==> config.mk <==
export PLATFORM = sky130hd
export DESIGN_NAME = iter_shifter
export DESIGN_NICKNAME = d
export VERILOG_FILES = /design/src/rtl/iter_shifter.sv
export SDC_FILE = /design/constraint.sdc
export NUM_CORES = 1
export LEC_CHECK = 0
export ABC_AREA = 1
export BUFFER_PORTS_ARGS = -buffer_cell sky130_fd_sc_hd__buf_2
export CAP_MARGIN = 10
export CORE_AREA = 4 4 75 77
export DETAILED_ROUTE_END_ITERATION = 12
export DIE_AREA = 0 0 79 81
export PLACE_DENSITY = 0.86
export SLEW_MARGIN = 0
export SYNTH_ARGS = -nofsm -noshare
export SYNTH_HDL_FRONTEND = slang
export SYNTH_SLANG_ARGS = --single-unit
==> constraint.sdc <==
create_clock -name clk -period 3 [get_ports clk]
set_input_delay 0.45 -clock clk [delete_from_list [all_inputs] [get_ports clk]]
set_output_delay 0.45 -clock clk [all_outputs]
set_load 0.03 [all_outputs]
==> src/rtl/iter_shifter.sv <==
// Bit-serial shifter: accepts one word, shifts it one bit per clock by a
// variable amount (left, right logical or right arithmetic), then holds the result.
module iter_shifter #(
  parameter int unsigned WIDTH   = 32,
  parameter int unsigned SHAMT_W = 5
) (
  input  logic               clk,
  input  logic               rst,
  input  logic               in_valid,
  output logic               in_ready,
  input  logic [WIDTH-1:0]   in_data,
  input  logic               in_ctrl,
  input  logic [SHAMT_W-1:0] in_amt,
  input  logic               in_arith,
  output logic               out_valid,
  input  logic               out_ready,
  output logic [WIDTH-1:0]   out_data,
  output logic               busy
);

  typedef enum logic [1:0] {
    S_IDLE  = 2'd0,
    S_SHIFT = 2'd1,
    S_DONE  = 2'd2
  } state_t;

  state_t             r_state;
  state_t             w_state_n;
  logic [WIDTH-1:0]   r_data;
  logic [SHAMT_W-1:0] r_count;
  logic               r_ctrl;
  logic               r_arith;
  logic               r_in_ready;
  logic               r_out_valid;
  logic               r_busy;
  logic               w_accept;
  logic               w_fill;
  logic [WIDTH-1:0]   w_shifted;

  assign w_accept = (r_state == S_IDLE) && in_valid;

  // State register
  always_ff @(posedge clk or posedge rst) begin
    if (rst) begin
      r_state <= S_IDLE;
    end else begin
      r_state <= w_state_n;
    end
  end

  // Next state; a zero amount still spends one cycle in SHIFT (without
  // shifting) so the result latency is max(amount,1) for every request.
  always_comb begin
    w_state_n = r_state;
    case (r_state)
      S_IDLE:  if (in_valid) w_state_n = S_SHIFT;
      S_SHIFT: if (r_count <= SHAMT_W'(1)) w_state_n = S_DONE;
      S_DONE:  if (out_ready) w_state_n = S_IDLE;
      default: w_state_n = S_IDLE;
    endcase
  end

  // One-bit shift of the data register in the captured direction
  always_comb begin
    w_fill    = r_arith & r_data[WIDTH-1];
    w_shifted = r_data;
    if (r_ctrl) begin
      w_shifted = {w_fill, r_data[WIDTH-1:1]};
    end else begin
      w_shifted = {r_data[WIDTH-2:0], 1'b0};
    end
  end

  // Datapath: capture on accept, then shift/decrement while in SHIFT
  always_ff @(posedge clk or posedge rst) begin
    if (rst) begin
      r_data  <= '0;
      r_count <= '0;
      r_ctrl  <= 1'b0;
      r_arith <= 1'b0;
    end else if (w_accept) begin
      r_data  <= in_data;
      r_count <= in_amt;
      r_ctrl  <= in_ctrl;
      r_arith <= in_arith;
    end else if ((r_state == S_SHIFT) && (r_count != '0)) begin
      r_data  <= w_shifted;
      r_count <= r_count - SHAMT_W'(1);
    end
  end

  // Handshake/status flags registered from the next state
  always_ff @(posedge clk or posedge rst) begin
    if (rst) begin
      r_in_ready  <= 1'b1;
      r_out_valid <= 1'b0;
      r_busy      <= 1'b0;
    end else begin
      r_in_ready  <= (w_state_n == S_IDLE);
      r_out_valid <= (w_state_n == S_DONE);
      r_busy      <= (w_state_n != S_IDLE);
    end
  end

  assign in_ready  = r_in_ready;
  assign out_valid = r_out_valid;
  assign busy      = r_busy;
  assign out_data  = r_data;

endmodule

==> impl_metrics.py, run 1 <==
metrics = {
    "placement": {
        "gp_congestion": 0.825,
        "dp.cells": 512,
        "dp_hpwl_mm": 4.37,
        "port_buffers": 77,
    },
    "synthesis": {
        "ys_seq_area_frac": 0.404,
        "synth_top_cell_area_share": 0.394,
        "synthMuxAreaShare": 0,
        "avgSynthCellArea_sq_um": 7.14,
        "synth_seq_cells": 44,
        "synth_xor_area_frac": 0,
        "syn-num-nets": 428,
        "synth.top_cells.by_count": "nand2_1 (181), dfrtp_1 (43), nand3_1 (36)",
        "ys.flop_type": "dfrtp_1",
        "yosys_warnings": 0,
        "synth_compound_area_frac": 0.0844,
        "synth_top_family_by_area": "simple AND/OR/NAND/NOR gates",
        "yosysMostFrequentCell": "nand2_1",
        "synth_fa_ha_area_frac": 0.0138,
        "async_reset_ff_frac": 1.00,
        "synth-edff-count": 0,
        "postSynthCellCount": 382,
        "ys_types": 30,
        "syn-cell-area_sq_um": 2730,
        "synthSimpleGateAreaFrac": 0.399,
        "synth_largest_area_cell": "dfrtp_1",
        "synthTopCellsByArea": "dfrtp_1 (39%), nand2_1 (25%), nand3_1 (6.6%)",
    },
    "grt": {
        "first_global_vias": 2437,
        "grt_start_max_net_pins": 55,
        "grt_pass1_wl_mm": 10.6,
        "globalRoute.totalOverflow": 0,
        "met2_usage": 0.358,
        "antenna_found_initial": 0,
        "top_usage_layer": "met2",
        "met1_usage": 0.254,
        "grt_use_total": 0.205,
        "met3_usage": 0.0366,
    },
    "route": {
        "firstDrtPassIters": 4,
        "postRouteAntennaNets": 0,
        "wl_per_cell_um": 12.3,
        "vias_per_cell": 5.00,
        "routed_wl_mm": 6.38,
        "via_count": 2599,
        "drc": 0,
        "drtIter0Drc": 246,
    },
    "critical_path": {
        "reg2regPathDepth": 6,
        "crit_path_start_kind": "register",
        "rrSetupSlack_ns": 1.07,
        "rr_startpoint": "r_state[0]",
        "path_max_fanout": 54,
        "crit_start": "r_state[0]",
        "critical_path.cell_chain": "inv_2 -> nand3_4 -> nand2_8 -> inv_8 -> nand2_1 -> nand2_1",
        "crit_top_cell": "nand2_1",
        "critPathKind": "reg2reg",
        "critical_path.top_delay_family": "simple AND/OR/NAND/NOR gates",
        "worstPathArrival_ns": 2.11,
        "critPathCaptureType": "register",
        "crit_cells": 6,
        "max_stage_delay_ns": 0.55,
        "crit_buf_inv": 2,
        "cp_slowest_cell": "nand2_8",
        "cp_data_required_time_ns": 3.18,
    },
    "timing": {
        "final.setup.tns_ns": 0,
        "finalMaxSlewViolations": 0,
        "skew_ns": 0.00574,
        "period_share": 0.643,
        "slew_headroom": 0.467,
        "post-route-min-period_ns": 1.93,
        "rsz0062_at_grt": "false",
        "max_freq_mhz": 518,
        "final-setup-viol-count": 0,
        "hold_violations": 0,
        "tightest_slew_ns": 0.794,
    },
    "job": {
        "drv_cap": 0,
    },
    "final_layout": {
        "final_core_util": 0.630,
        "fin_cells": 520,
        "drive_above_1_share": 0.247,
        "area_growth_pct": 15.7,
        "final_nets": 495,
        "diodes": 0,
    },
    "pwr": {
        "finalPower_mw": 3.90,
        "pwr_density_cell_nw_per_um2": 1230,
        "vdd_drop_max_uv": 598,
        "p_leak_nw": 1.74,
    },
    "cts": {
        "numCtsBuffers": 5,
        "cts_sinks": 44,
        "clockBufferDepth": 2,
        "cts_setup_buffers": 0,
        "cts_root_buf": "clkbuf_8",
        "cts_resized": 0,
        "htree_levels": 2,
        "cts_tree": "built",
        "cts_hold_buf": 0,
        "clk_latency_ns": 0.29,
        "path_clk_slew_ns": 0.08,
    },
    "die": {
        "core_sq_um": 5010,
        "dieArea_sq_um": 6400,
        "initial_core_util": 0.545,
        "rows": 26,
        "ioPinCount": 78,
        "die_y_um": 81,
        "die_w_um": 79,
    },
    "worst_hold_path": {
        "hold_class": "in2async",
    },
    "outcome": {
        "run_status": "finished clean",
    },
}
[area by class of cell]
class                   instances  area [sq um]
flip-flops and latches         44          1100
well taps                      70          87.6
fillers                       450          1850
multi-input cells             289          1360
repair buffers                 79           400
clock buffers                   8          90.1
inverters                      30           120
[state kept, by name, summed over array words and instances (netlist names)]
name / cells
r_state: 2
r_count: 5
out_valid: 1
busy: 1
r_arith: 1
r_ctrl: 1
in_ready: 1
out_data: 32
[worst reg2reg max path: stages, from the launching register on]
cell	delay, ns
dfrtp_1	0.43
inv_2	0.10
nand3_4	0.44
nand2_8	0.58
inv_8	0.12
nand2_1	0.10
nand2_1	0.06
[final timing paths]
check	end
max in group asynchronous	in_ready
setup / recovery	out_data[29]
hold reg to reg	out_data[31]
setup reg to reg	out_data[29]
min in group clk	r_ctrl
hold / removal	out_data[4]
[power breakdown]
part	switching, mW	internal, mW
registers	0.289	0.881
logic	1.62	0.726
clock network	0.189	0.188
[routing by layer]
metal	part of all wire	vias up	wire length (um)
li1	-	1320	-
met1	0.43	1189	2770
met2	0.50	84	3170
met3	0.060	6	381
met4	0.0083	0	53
met5	0	-	0
[cell usage in the layout (no fill, tap or decap)]
cell / count
nand4_1: 1
o21bai_1: 1
dfrtp_1: 43
o21ai_0: 19
nand2_4: 2
a21oi_1: 1
buf_4: 2
inv_1: 24
or2_1: 9
or2_0: 3
dfstp_2: 1
nor3_1: 2
inv_8: 1
buf_2: 77
nand2_1: 181
clkbuf_8: 6
o21ai_1: 7
inv_2: 4
o21ai_2: 10
nand3_4: 1
nand3_1: 36
nor2_1: 5
clkinv_1: 1
nand2_8: 1
nand3b_1: 1
ha_1: 3
clkbuf_1: 2
nor2_4: 3
or2_2: 3
[metrics by stage]
stage               area [sq um]  hold WS, ns  worst slack, ns
detailed placement          3070        0.512             1.05
floorplan                   2730        0.501             1.52
CTS                         3160        0.214             1.10
global route                3160        0.254            0.917
global placement            3070        0.501             1.09
finish                      3160        0.195             1.07
[cell families (layout without fill, tap and decap cells)]
| family | count (synthesis) | after routing |
|---|---|---|
| and+or+nand+nor | 248 | 248 |
| adders and majority gates | 3 | 3 |
| buffers and inverters | 49 | 117 |
| DFF | 44 | 44 |
| AOI/OAI and AO/OA | 38 | 38 |
Power figures use the tool's default switching activity.
==> run 2: changes to the inputs <==
- CORE_AREA: 4 4 75 77 -> 4 4 78 80
- DIE_AREA: 0 0 79 81 -> 0 0 82 84
- PLACE_DENSITY: 0.86 -> 0.8
- clock period: 3 -> 1.82 ns (I/O delays scaled with it)
==> run 2 against run 1 <==
Effect of this change:
- combinational power rose by 73%
- clock-buffer cell count fell by 3
- first-iteration DRC count fell by 46%
- hold slack got worse by 0.19 ns
- flip-flop and latch count did not move
- routed wire length rose by 3.0%
- critical path type unchanged
==> impl_metrics.py, run 2 (same netlist as run 1, synthesis figures left out) <==
metrics = {
    "cts": {
        "clk_latency_ns": 0.30,
        "htree_levels": 2,
        "cts_resized": 0,
        "path_clk_slew_ns": 0.08,
        "cts_sinks": 44,
        "clockBufferDepth": 2,
        "numCtsBuffers": 5,
        "cts_root_buf": "clkbuf_8",
        "cts_tree": "built",
        "cts_setup_buffers": 0,
        "cts_hold_buf": 0,
    },
    "critical_path": {
        "cp_data_required_time_ns": 2.03,
        "rr_startpoint": "r_count[1]",
        "rrSetupSlack_ns": 0.17,
        "critPathKind": "reg2reg",
        "critPathCaptureType": "register",
        "reg2regPathDepth": 8,
        "rr_endpoint": "r_count[0]",
        "crit_path_start_kind": "register",
        "path_max_fanout": 27,
        "worstPathArrival_ns": 1.86,
    },
    "route": {
        "postRouteAntennaNets": 0,
        "firstDrtPassIters": 4,
        "routed_wl_mm": 6.57,
        "drtIter0Drc": 132,
        "wl_per_cell_um": 12.5,
        "vias_per_cell": 5.02,
        "drc": 0,
        "via_count": 2646,
    },
    "timing": {
        "final.setup.tns_ns": 0,
        "finalMaxSlewViolations": 0,
        "tightest_slew_ns": 0.522,
        "max_freq_mhz": 607,
        "slew_headroom": 0.651,
        "period_share": 0.905,
        "skew_ns": 0.00488,
        "rsz0062_at_grt": "false",
        "hold_violations": 0,
        "final-setup-viol-count": 0,
        "post-route-min-period_ns": 1.65,
    },
    "pwr": {
        "p_sw_frac": 0.534,
        "combPwrFrac": 0.609,
        "p_switching_mw": 3.56,
        "vdd_drop_max_uv": 945,
        "p_leak_nw": 1.78,
        "pwr_density_cell_nw_per_um2": 2060,
        "power_frac_seq": 0.280,
        "power_frac_clock": 0.111,
        "finalPower_mw": 6.67,
        "p_int_mw": 3.11,
    },
    "job": {
        "drv_cap": 0,
    },
    "final_layout": {
        "final_cell_mix": "nand2_1 (181), buf_2 (77), dfrtp_1 (43), nand3_1 (36), inv_1 (24)",
        "n_fill_cell": 499,
        "area_growth_pct": 18.6,
        "stdcell_area_sq_um": 3240,
        "fin_cells": 527,
        "layout_commonest_cell": "nand2_1",
        "largest_reg_flops": 32,
        "seqCellArea_sq_um": 1100,
        "drive_above_1_share": 0.262,
        "diodes": 0,
        "multi_input_area_sq_um": 1370,
        "final_nets": 500,
    },
    "die": {
        "dieArea_sq_um": 6890,
        "ioPinCount": 78,
        "core_sq_um": 5410,
        "rows": 27,
        "initial_core_util": 0.505,
        "die_w_um": 82,
        "die_y_um": 84,
    },
    "grt": {
        "first_global_vias": 2453,
        "grt_start_max_net_pins": 55,
        "globalRoute.totalOverflow": 0,
        "grt_use_total": 0.200,
        "grt_pass1_wl_mm": 11.1,
        "antenna_found_initial": 0,
    },
    "placement": {
        "place_area_sq_um": 3110,
        "dp_hpwl_mm": 4.56,
        "gp_congestion": 0.795,
        "port_buffers": 77,
        "dp.cells": 518,
    },
    "outcome": {
        "run_status": "finished clean",
    },
    "worst_hold_path": {
        "hold_class": "in2async",
    },
}
-- run 2: area by class of cell --
cell class,instances,share of cell area
Clock inverter,3,0.0131
Multi-Input combinational cell,290,0.423
Tap cell,72,0.0278
Inverter,30,0.0371
Sequential cell,44,0.341
Clock buffer,5,0.0213
Timing Repair Buffer,83,0.137
-- run 2: power by group through the flow --
stage	logic (mW)	registers (mW)	clock network (mW)
floorplan	2.76	2.44	0
global placement	3.90	1.87	0
detailed placement	4.01	1.88	0
CTS	4.03	1.86	0.756
global route	4.56	1.94	0.804
finish	4.06	1.87	0.740
-- run 2: routing by layer --
metal / vias up / track usage / wire (um)
met4: 0 / 0.0574 / 72
met2: 74 / 0.317 / 3210
li1: 1333 / - / -
met3: 8 / 0.0486 / 424
met1: 1231 / 0.268 / 2860
met5: - / 0 / 0
-- run 2: through the flow --
step | worst slack (ns) | hold WS [ns] | util
finish | 0.172 | 0.00248 | 0.599
global route | 0.104 | 0.0407 | 0.599
CTS | 0.113 | 0.00468 | 0.597
detailed placement | 0.107 | 0.336 | 0.576
global placement | 0.223 | 0.325 | 0.576
floorplan | 0.424 | 0.394 | -
-- run 2: how the worst max path moves through the flow --
stage               start            to  slack [ns]  depth (start not counted)
6_report       r_count[1]    r_count[0]        0.17                          8
3_5_place_dp   r_count[1]  out_data[19]        0.11                         10
4_1_cts        r_count[1]  out_data[19]        0.11                         10
2_1_floorplan  r_count[0]    r_count[1]        0.42                         10
3_3_place_gp   r_count[0]    r_count[2]        0.22                         10
5_1_grt        r_count[1]    r_count[2]        0.10                         10
-- run 2: critical path, cell delays in order (launching register included) --
cell,delay [ns]
dfrtp_1,0.41
inv_1,0.17
ha_1,0.18
inv_1,0.06
nor2_4,0.11
nand2_4,0.07
nand2_4,0.10
nand2_4,0.22
o21ai_1,0.23
==> run 3: changes to the inputs <==
- RECOVER_POWER: unset -> 100
==> run 3 against run 2 <==
Effect of this change:
- critical path depth unchanged
- via count up 0.26%
- flip-flop and latch count unchanged
- non-clock buffer count unchanged
- first-iteration DRC count up 33%
- hold slack better by 0.14 ns
- power down 4.0%
- fmax up 1.5%
- die area unchanged
- final cell count unchanged
- combinational power down 6.4%
- clock-buffer cell count unchanged
- critical path type unchanged
- highest routed layer unchanged
==> impl_metrics.py, run 3 (same netlist as run 1, synthesis figures left out) <==
metrics = {
    "outcome": {
        "run_status": "finished clean",
    },
    "critical_path": {
        "rr_endpoint": "r_count[1]",
        "critPathCaptureType": "register",
        "rr_startpoint": "r_count[0]",
        "critPathKind": "reg2reg",
        "reg2regPathDepth": 8,
        "rrSetupSlack_ns": 0.20,
        "crit_path_start_kind": "register",
        "worstPathArrival_ns": 1.83,
        "cp_data_required_time_ns": 2.03,
        "path_max_fanout": 27,
    },
    "route": {
        "routed_wl_mm": 6.57,
        "postRouteAntennaNets": 0,
        "vias_per_cell": 5.03,
        "via_count": 2653,
        "drtIter0Drc": 175,
        "drc": 0,
        "firstDrtPassIters": 4,
        "wl_per_cell_um": 12.5,
    },
    "grt": {
        "globalRoute.totalOverflow": 0,
        "grt_pass1_wl_mm": 11.1,
        "grt_start_max_net_pins": 55,
        "grt_use_total": 0.200,
        "first_global_vias": 2453,
        "antenna_found_initial": 0,
    },
    "placement": {
        "dp_hpwl_mm": 4.56,
        "dp.cells": 518,
        "gp_congestion": 0.795,
        "dpl_worst_slack_ns": 0.107,
        "port_buffers": 77,
        "place_area_sq_um": 3110,
    },
    "final_layout": {
        "largest_reg_flops": 32,
        "area_growth_pct": 14.8,
        "fin_cells": 527,
        "final_cell_mix": "nand2_1 (182), dfrtp_1 (43), buf_2 (42), nand3_1 (36), clkbuf_1 (35)",
        "drive_above_1_share": 0.158,
        "seqCellArea_sq_um": 1100,
        "n_fill_cell": 532,
        "stdcell_area_sq_um": 3130,
        "final_nets": 500,
        "diodes": 0,
        "multi_input_area_sq_um": 1330,
        "layout_commonest_cell": "nand2_1",
    },
    "cts": {
        "path_clk_slew_ns": 0.08,
        "cts_resized": 0,
        "clockBufferDepth": 2,
        "cts_sinks": 44,
        "numCtsBuffers": 5,
        "clk_latency_ns": 0.30,
        "cts_root_buf": "clkbuf_8",
        "htree_levels": 2,
        "cts_tree": "built",
        "cts_setup_buffers": 0,
        "cts_hold_buf": 0,
    },
    "die": {
        "die_w_um": 82,
        "die_y_um": 84,
        "initial_core_util": 0.505,
        "rows": 27,
        "dieArea_sq_um": 6890,
        "core_sq_um": 5410,
        "ioPinCount": 78,
    },
    "pwr": {
        "p_leak_nw": 1.63,
        "finalPower_mw": 6.41,
        "pwr_density_cell_nw_per_um2": 2050,
        "vdd_drop_max_uv": 920,
    },
    "timing": {
        "slew_headroom": 0.420,
        "hold_violations": 0,
        "layout_setup_ws_ns": 0.197,
        "period_share": 0.892,
        "skew_ns": 0.00562,
        "max_freq_mhz": 616,
        "rsz0062_at_grt": "false",
        "final.setup.tns_ns": 0,
        "post-route-min-period_ns": 1.62,
        "finalMaxSlewViolations": 0,
        "tightest_slew_ns": 0.869,
        "final-setup-viol-count": 0,
    },
    "job": {
        "drv_cap": 0,
    },
    "worst_hold_path": {
        "hold_class": "in2async",
    },
}
==> run 3: changes by cell type in the layout (fill, tap and decap cells not counted), moves of 6 or more <==
cell / previous run / this run
buf_2: 77 / 42
clkbuf_1: 0 / 35
o21ai_0: 19 / 34
o21ai_1: 7 / 1
o21ai_2: 10 / 1
==> run 3: how the worst max path moves through the flow <==
stage / startpoint / end / slack (ns) / cells past startpoint
CTS: r_count[1] / out_data[19] / 0.11 / 10
global placement: r_count[0] / r_count[2] / 0.22 / 10
finish: r_count[0] / r_count[1] / 0.20 / 8
global route: r_state[1] / r_count[0] / 0.07 / 8
floorplan: r_count[0] / r_count[1] / 0.42 / 10
detailed placement: r_count[1] / out_data[19] / 0.11 / 10
==> run 3: per-layer routing <==
| layer | global-route usage | share of wire | vias to the layer above |
|---|---|---|---|
| li1 | - | - | 1335 |
| met1 | 0.268 | 0.42 | 1208 |
| met2 | 0.317 | 0.49 | 101 |
| met3 | 0.0486 | 0.085 | 9 |
| met4 | 0.0574 | 0.012 | 0 |
| met5 | 0 | 0 | - |
==> run 3: cell type report <==
cell class | count | area share
multi-input cells | 290 | 0.424
flip-flops and latches | 44 | 0.352
repair buffers | 83 | 0.122
inverters | 30 | 0.0383
well taps | 72 | 0.0288
clock buffers | 5 | 0.0220
clock inverters | 3 | 0.0136
==> run 3: metrics by stage <==
stage                      util  hold slack, ns
after floorplan               -           0.394
after global placement    0.576           0.325
after detailed placement  0.576           0.336
after CTS                 0.597         0.00468
after global routing      0.580           0.187
final                     0.580           0.145
==> run 3: worst max-delay path: stages (launching register included) <==
cell     delay (ns)
dfrtp_1        0.42
inv_1          0.15
ha_1           0.17
inv_1          0.06
nor2_4         0.08
nand2_1        0.10
nand2_4        0.12
nand2_4        0.18
o21ai_0        0.24
==> run 3: where the power goes <==
group / switching (mW) / total (mW) / internal, mW
combinational: 2.71 / 3.80 / 1.09
sequential: 0.419 / 1.87 / 1.45
clock: 0.332 / 0.738 / 0.406
total: 3.46 / 6.41 / 2.95
